<file path="src/rtl/mstage_lsu.sv">
// Memory-access stage: one bus request/response per load/store, aligned and extended load data to W.
// Latency: 1 cycle for non-memory ops, at least 3 cycles for memory ops (REQ and RESP wait add to it).
// Backpressure: s_ready only in IDLE; req_* held while req_ready is low; outputs held while m_ready is low.
module mstage_lsu #(
    parameter int TIMEOUT = 255,
    parameter int CNT_W   = 8
) (
    input  logic        clk,
    input  logic        rst,
    input  logic        s_valid,
    output logic        s_ready,
    input  logic [31:0] aluX,
    input  logic [31:0] wdataX,
    input  logic        mvalidX,
    input  logic        mwenX,
    input  logic [7:0]  mwmaskX,
    input  logic [2:0]  mrtypeX,
    input  logic [4:0]  rdX,
    input  logic [2:0]  rdregsrcX,
    output logic        req_valid,
    input  logic        req_ready,
    output logic [31:0] req_addr,
    output logic        req_wen,
    output logic [31:0] req_wdata,
    output logic [3:0]  req_wstrb,
    input  logic        resp_valid,
    input  logic [31:0] resp_rdata,
    input  logic        resp_err,
    output logic        m_valid,
    input  logic        m_ready,
    output logic [31:0] aluM,
    output logic [31:0] rdataM,
    output logic [4:0]  rdM,
    output logic [2:0]  rdregsrcM,
    output logic        errM
);

    typedef enum logic [1:0] {IDLE, REQ, RESP, DONE} state_t;

    localparam logic [CNT_W-1:0] TO_V = CNT_W'(TIMEOUT);

    state_t           state, state_nxt;
    logic [31:0]      wdata_q;
    logic             mwen_q;
    logic [3:0]       mask_q;
    logic [2:0]       mrtype_q;
    logic [CNT_W-1:0] cnt, cnt_inc;
    logic             timeout;
    logic [31:0]      shifted, load_ext;

    // Upper mask bits are architecturally unused in a 32-bit datapath.
    logic unused_mask;
    assign unused_mask = &{1'b0, mwmaskX[7:4]};

    assign s_ready   = (state == IDLE);
    assign req_valid = (state == REQ);
    assign m_valid   = (state == DONE);

    assign req_addr  = {aluM[31:2], 2'b00};
    assign req_wen   = mwen_q;
    assign req_wdata = wdata_q << {aluM[1:0], 3'b000};
    assign req_wstrb = mwen_q ? (mask_q << aluM[1:0]) : 4'h0;

    assign cnt_inc = cnt + CNT_W'(1);
    // Counter holds the number of RESP cycles already elapsed; fire on the TIMEOUT-th one.
    assign timeout = (TIMEOUT != 0) && (cnt_inc == TO_V);

    // Misaligned halfword/word accesses simply see zeros shifted in from the top.
    assign shifted = resp_rdata >> {aluM[1:0], 3'b000};

    always_comb begin
        load_ext = shifted;
        case (mrtype_q)
            3'b000:  load_ext = {{24{shifted[7]}},  shifted[7:0]};
            3'b001:  load_ext = {{16{shifted[15]}}, shifted[15:0]};
            3'b100:  load_ext = {24'h0, shifted[7:0]};
            3'b101:  load_ext = {16'h0, shifted[15:0]};
            default: load_ext = shifted;
        endcase
    end

    always_comb begin
        state_nxt = state;
        case (state)
            IDLE: if (s_valid) state_nxt = mvalidX ? REQ : DONE;
            REQ:  if (req_ready) state_nxt = RESP;
            RESP: if (resp_valid || timeout) state_nxt = DONE;
            DONE: if (m_ready) state_nxt = IDLE;
            default: state_nxt = IDLE;
        endcase
    end

    always_ff @(posedge clk or posedge rst) begin
        if (rst) begin
            state     <= IDLE;
            wdata_q   <= '0;
            mwen_q    <= 1'b0;
            mask_q    <= '0;
            mrtype_q  <= '0;
            cnt       <= '0;
            aluM      <= '0;
            rdataM    <= '0;
            rdM       <= '0;
            rdregsrcM <= '0;
            errM      <= 1'b0;
        end else begin
            state <= state_nxt;
            case (state)
                IDLE: if (s_valid) begin
                    aluM      <= aluX;
                    wdata_q   <= wdataX;
                    mwen_q    <= mwenX;
                    mask_q    <= mwmaskX[3:0];
                    mrtype_q  <= mrtypeX;
                    rdM       <= rdX;
                    rdregsrcM <= rdregsrcX;
                    rdataM    <= '0;
                    errM      <= 1'b0;
                end
                REQ: if (req_ready) cnt <= '0;
                RESP: begin
                    cnt <= cnt_inc;
                    // A response arriving on the timeout cycle still wins.
                    if (resp_valid) begin
                        rdataM <= mwen_q ? 32'h0 : load_ext;
                        errM   <= resp_err;
                    end else if (timeout) begin
                        rdataM <= '0;
                        errM   <= 1'b1;
                    end
                end
                default: ;
            endcase
        end
    end

endmodule

</file>
<file path="config.mk">
export PLATFORM = sky130hd
export DESIGN_NAME = mstage_lsu
export DESIGN_NICKNAME = d
export VERILOG_FILES = /design/src/rtl/mstage_lsu.sv
export SDC_FILE = /design/constraint.sdc
export NUM_CORES = 1
export LEC_CHECK = 0
export BUFFER_PORTS_ARGS = -buffer_cell sky130_fd_sc_hd__buf_2
export CAP_MARGIN = 10
export CORE_MARGIN = 2
export CORE_UTILIZATION = 49
export DETAILED_ROUTE_END_ITERATION = 8
export PLACE_DENSITY = 0.81
export SYNTH_ARGS = -nofsm -noshare
export SYNTH_HDL_FRONTEND = slang
export SYNTH_SLANG_ARGS = --single-unit
</file>
<file path="constraint.sdc">
create_clock -name clk -period 5.2 [get_ports clk]
set_input_delay 1.04 -clock clk [delete_from_list [all_inputs] [get_ports clk]]
set_output_delay 1.04 -clock clk [all_outputs]
set_load 0.02 [all_outputs]
</file>
==> reports/qor.csv, run 1 <==
stage,metric,value,unit
status,status,finished clean,
floorplanning,Die Span Y,119,um
routing,Routed WL,17.2,mm
floorplanning,I/O pin count,269,
synth,synthesized area,6530,um2
clock_network,Max H-tree Level,4,
synth,syn avg cell area,10.9,um2
critical_path,R2R Path Start,aluM[0],
global_route,Total GRT Usage,24.6,%
routing,Antenna Violating Nets Remaining,0,
clock_network,Num CTS Buffers,17,
routing,1st-iter DRT viols,387,
clock_network,cts hold-fix bufs,0,
pwr,Seq pwr share,29.7,%
worst_hold_path,type of the worst min-delay path,reg2reg,
critical_path,critical path class,reg2out,
floorplanning,Starting Density,49.7,%
global_route,overflow left after global routing,0,
place,hpwl dp,12.1,mm
clock_network,CTS max path bufs,2,
routing,Via density,5.36,
routing,DRC,0,
floorplanning,Die W,119,um
synth,ranking of synthesized cells by area,"dfrtp_1, mux2_2, mux2i_1, buf_4, a21oi_1",
routing,first-pass detailed-route iteration total,5,
timing,final setup fails,0,
worst_hold_path,hold endpoint,errM,
timing,worst setup margin,1.59,ns
timing,Setup Skew,0.00573,ns
clock_network,worst skew pair latency,0.41,ns
pwr,combinational power share,51.1,%
synth,sequential area share after synthesis,47.2,%
clock_network,Worst-path clk slew,0.05,ns
floorplanning,die area,14300,um2
timing,final hold vios,0,
timing,fin crit share,69.4,%
timing,fin. max-slew vios,0,
pwr,worst vdd ir,0.448,mV
place,Placer Congestion,0.888,
cells_and_area,layout cells sized above 1,48.9,%
routing,DR vias,5409,
pwr,PD cells,742,nW/um2
critical_path,R2R depth,6,
critical_path,R2R Setup Slk,2.13,ns
critical_path,critical-path cell list,nor2b_1 -> buf_4 -> nand2_1 -> o21ai_0 -> and2_1 -> buf_2,
critical_path,Worst path slowest cell,dfrtp_2,
critical_path,CP endpoint kind,output pin,
worst_hold_path,hold path cells,1,
timing,Slew @ Worst Pin,1.07,ns
synth,#FFs+latches synth,123,
routing,post-DR wirelength/cell,17.1,um
global_route,first-pass GRT wire length,27.5,mm
clock_network,Post-CTS Setup Inserts,0,
synth,ys flop type,dfrtp_1,
pwr,P_sw,2.73,mW
critical_path,critical path data required time,4.16,ns
timing,TNS Setup,0,ns
global_route,largest net degree at the start of global routing,81,
flow_run,max-capacitance violation count,0,
synth,most frequent cells after synthesis,"dfrtp_1, mux2_2, nand2_1",
pwr,Clock power frac,19.2,%
pwr,Pleak,4.11,nW
timing,Worst slew margin,28.5,%
synth,Ys Warns,0,
global_route,vias in the first global route,5328,
cells_and_area,Nets,949,
timing,Period minus WS final,3.61,ns
place,post-placement setup slack,2.02,ns
critical_path,Worst Setup Start Kind,flip-flop,
worst_hold_path,Hold Crit Start,errM,
timing,RSZ-0062 raised after global routing,false,
synth,ys async rst share,100,%
timing,worst hold slack,0.487,ns
place,input/output buffers,262,
global_route,initial antenna violation count,1,
timing,fmax,0.277,GHz
floorplanning,Rows,42,
clock_network,CTS tree,yes,
synth,most common cell in the synthesized netlist,dfrtp_1,
cells_and_area,Area growth syn-to-layout,27.4,%
pwr,Sw Ratio,44.2,%
synth,top-area cell type share of the netlist area,47.2,%
pwr,total internal power,3.44,mW
floorplanning,Core Area,13100,um2
critical_path,Worst setup startpoint,aluM[0],
critical_path,Worst Path Arrival,2.57,ns
clock_network,CTS Sinks,123,
critical_path,capturing point of the worst reg2reg path,rdataM[21],
synth,synth unique cells,52,
critical_path,highest net fanout along the worst path,38,
clock_network,Root Buffer,clkbuf_16,
critical_path,crit-path max cell delay,0.70,ns
synth,Post-Syn Instances,598,
synth,Yosys top cell by area,dfrtp_1,
synth,number of flops mapped to enable cells by yosys,0,
clock_network,# resized after CTS,0,
cell families after synthesis:
family / count (synthesis) / synth area share [%]
other: 1 / 0.0575
multiplexers: 127 / 21.4
adder cells (fa/ha/maj): 6 / 1.15
AND/OR/NAND/NOR: 116 / 8.92
buffers and inverters: 84 / 7.21
AO/OA/AOI/OAI: 141 / 14.1
flip-flops: 123 / 47.2
power groups by stage:
stage / logic (mW) / clock network [mW] / registers (mW)
after floorplan: 2.10 / 0 / 2.05
after detailed placement: 3.14 / 0 / 1.84
after global placement: 3.10 / 0 / 1.82
after CTS: 3.16 / 1.20 / 1.83
after global routing: 3.39 / 1.25 / 1.91
final: 3.15 / 1.19 / 1.83
flip-flops by register name, summed over array words and instances, names as in the netlist, 2 cells and up:
| register | flops |
|---|---|
| aluM | 32 |
| cnt | 8 |
| mask_q | 4 |
| mrtype_q | 3 |
| rdM | 5 |
| rdataM | 32 |
| rdregsrcM | 3 |
| state | 2 |
| wdata_q | 32 |
stage by stage:
| stage | total power, mW | util (%) | instances | cell area (um2) |
|---|---|---|---|---|
| after floorplan | 4.14 | - | 599 | 6530 |
| after global placement | 4.91 | 58.7 | 976 | 7720 |
| after detailed placement | 4.98 | 58.7 | 976 | 7720 |
| after CTS | 6.19 | 63.2 | 1008 | 8310 |
| after global routing | 6.54 | 63.3 | 1009 | 8310 |
| final | 6.16 | 63.3 | 1009 | 8310 |
worst max-delay path: cells and delay by family (launching register included):
family                 cells  cell delay [ns]
AND/OR/NAND/NOR            3             0.90
buffers and inverters      2             0.48
flip-flops                 1             0.70
AO/OA/AOI/OAI              1             0.07
routing by layer:
metal | routed length [um] | share of wire (%) | vias to the layer above | GRT usage (%)
met4 | 341 | 2.0 | 0 | 10.1
li1 | - | - | 2546 | -
met2 | 8380 | 49 | 235 | 38.5
met1 | 7220 | 42 | 2602 | 32.2
met3 | 1260 | 7.3 | 26 | 7.09
met5 | 0 | 0 | - | 0
how the worst max path moves through the flow:
stage	to	slack [ns]
final	req_wstrb[2]	1.59
after global routing	req_wstrb[2]	1.40
after floorplan	aluM[0]	0.89
after global placement	req_wstrb[2]	2.06
after detailed placement	req_wstrb[2]	2.02
after CTS	req_wstrb[2]	1.57
layout make-up:
type / count / area [um2]
diodes: 1 / 2.50
clock buffers: 19 / 443
clock inverters: 13 / 150
fillers: 1068 / 4830
inverters: 16 / 62.6
multi-input cells: 392 / 2990
flip-flops and latches: 123 / 3080
well taps: 176 / 220
repair buffers: 269 / 1360
placed cells by master (no fill, tap or decap), types with 3 or more instances in the layout:
cell	count
a21oi_1	42
clkinv_2	6
nand2b_1	6
mux2i_1	37
inv_1	15
o22ai_2	3
a211oi_1	8
o22ai_1	13
a22oi_1	8
dfrtp_1	121
nand3_1	4
buf_2	262
nor2_1	20
ha_1	6
or4_1	3
and2_1	9
clkinvlp_4	4
o21ai_0	38
buf_4	7
mux2_2	89
a22o_1	5
nor2b_1	15
a2bb2oi_1	8
clkbuf_16	17
nand2_1	45
bufinv_16	3
No activity file was read; power rests on OpenSTA's default activity.
==> run 2: changes to the inputs <==
- CORE_UTILIZATION: 49 -> 44
- PLACE_DENSITY: 0.81 -> 0.77
- clock period: 5.2 -> 3 ns (I/O delays scaled with it)
==> reports/qor.csv, run 2 (same netlist as run 1, synthesis figures left out) <==
stage,metric,value,unit,change
timing,fmax,0.378,GHz,
place,post-placement setup slack,0.610,ns,-1.41 ns
cells_and_area,most frequent cells in the layout,"buf_2, dfrtp_1, mux2_2",,
cells_and_area,Layout Cells excl Fill,1025,,+1.6%
critical_path,critical path data required time,2.40,ns,-1.76 ns
routing,Routed WL,17.6,mm,+2.5%
global_route,vias in the first global route,5358,,+0.56%
floorplanning,Starting Density,44.9,%,-4.8 points
clock_network,CTS max path bufs,2,,unchanged
cells_and_area,final design utilization,58.2,%,-5.1 points
clock_network,CTS Sinks,123,,unchanged
timing,worst setup margin,0.353,ns,-1.24 ns
critical_path,highest net fanout along the worst path,22,,-42%
critical_path,Worst Setup Start Kind,flip-flop,,
routing,Via density,5.29,,-1.3%
clock_network,Max H-tree Level,4,,unchanged
clock_network,Post-CTS Setup Inserts,0,,unchanged
clock_network,Worst-path clk slew,0.06,ns,about the same
place,dpl cells,992,,+1.6%
clock_network,Root Buffer,clkbuf_16,,
floorplanning,Rows,44,,+4.8%
cells_and_area,# fillers,1260,,+18%
timing,RSZ-0062 raised after global routing,false,,
timing,fin. max-slew vios,0,,unchanged
timing,final hold vios,0,,unchanged
timing,Worst slew margin,42.0,%,+14 points
global_route,largest net degree at the start of global routing,124,,+53%
routing,first-pass detailed-route iteration total,5,,unchanged
timing,worst hold slack,0.348,ns,-0.139 ns
timing,Period minus WS final,2.65,ns,
clock_network,Num CTS Buffers,17,,unchanged
routing,Antenna Violating Nets Remaining,0,,unchanged
global_route,first-pass GRT wire length,27.7,mm,+0.80%
routing,1st-iter DRT viols,334,,-14%
place,Placer Congestion,0.900,,+1.4%
timing,TNS Setup,0,ns,unchanged
global_route,initial antenna violation count,0,,-1
timing,Slew @ Worst Pin,0.870,ns,-0.203 ns
cells_and_area,"commonest non-fill, non-tap cell in the layout",buf_2,,
place,input/output buffers,262,,unchanged
pwr,Tot Pwr,10.9,mW,+77%
status,status,finished clean,,
flow_run,max-capacitance violation count,0,,unchanged
place,post-place instance area,7810,um2,+1.2%
clock_network,cts hold-fix bufs,0,,unchanged
routing,DR vias,5423,,+0.26%
global_route,overflow left after global routing,0,,unchanged
floorplanning,Die Span Y,126,um,+5.3%
cells_and_area,fin area,8460,um2,+1.8%
clock_network,CTS tree,yes,,
timing,Setup Skew,0.00713,ns,+0.00140 ns
pwr,PD cells,1290,nW/um2,+74%
clock_network,worst skew pair latency,0.41,ns,about the same
floorplanning,Die W,126,um,+5.3%
floorplanning,I/O pin count,269,,unchanged
pwr,worst vdd ir,0.672,mV,+50%
floorplanning,die area,15800,um2,+11%
cells_and_area,Top Registers,"aluM (32), rdataM (32), wdata_q (32)",,
cells_and_area,layout cells sized above 1,49.5,%,+0.61 points
place,hpwl dp,12.8,mm,+5.5%
cells_and_area,Area growth syn-to-layout,29.6,%,
worst_hold_path,type of the worst min-delay path,in2async,,
routing,DRC,0,,unchanged
global_route,Total GRT Usage,22.1,%,-2.5 points
cells_and_area,Nets,957,,+0.84%
critical_path,CP endpoint kind,output pin,,
routing,post-DR wirelength/cell,17.2,um,+0.91%
clock_network,# resized after CTS,0,,unchanged
timing,fin crit share,88.2,%,
floorplanning,Core Area,14500,um2,+11%
critical_path,critical path class,reg2out,,
timing,final setup fails,0,,unchanged
pwr,Pleak,4.17,nW,+1.6%
critical_path,Worst Path Arrival,2.05,ns,-0.52 ns
[run 2: cell count changes in the layout (fill, tap and decap cells not counted), sizes merged]
cell and delta:
buf +8, bufinv +1, clkinv -1
[run 2: power by group]
part           total (mW)  switching (mW)  internal (mW)  leakage (nW)
sequential           3.16           0.701           2.46          1.52
combinational        5.56            3.32           2.24          2.34
clock                2.21           0.769           1.44         0.306
total                10.9            4.79           6.14          4.17
[run 2: worst paths after layout]
kind / from / to / slack (ns) / cells past startpoint
min in group clk: aluX[19] / aluM[19] / 0.41 / 2
worst min register to register: errM / errM / 0.49 / 1
worst min-delay path: rst / cnt[3] / 0.35 / 3
max in group asynchronous: rst / aluM[1] / 2.05 / 3
worst max-delay path: aluM[0] / req_wdata[30] / 0.35 / 6
worst max register to register: aluM[1] / rdataM[20] / 0.59 / 6
[run 2: layout make-up]
| cell class | instances | area [um2] | area share, % |
|---|---|---|---|
| diodes | 1 | 2.50 | 0.0296 |
| repair buffers | 277 | 1450 | 17.1 |
| flip-flops and latches | 123 | 3080 | 36.4 |
| inverters | 16 | 63.8 | 0.754 |
| well taps | 184 | 230 | 2.72 |
| clock buffers | 19 | 453 | 5.35 |
| multi-input cells | 392 | 2990 | 35.3 |
| clock inverters | 13 | 191 | 2.26 |
[run 2: routing by layer]
metal	part of all wire, %	vias to the layer above	GRT usage (%)	routed length, um
met5	0	-	0	0
met4	1.4	0	5.75	245
met3	8.0	23	7.22	1410
met2	50	234	37.7	8780
met1	41	2607	27.2	7210
li1	-	2559	-	-
[run 2: worst max-delay path: stages (launching register included)]
cell      delay (ns)
dfrtp_2         0.41
buf_4           0.32
buf_4           0.33
nor2b_1         0.08
a211oi_1        0.23
a21oi_1         0.07
buf_2           0.18
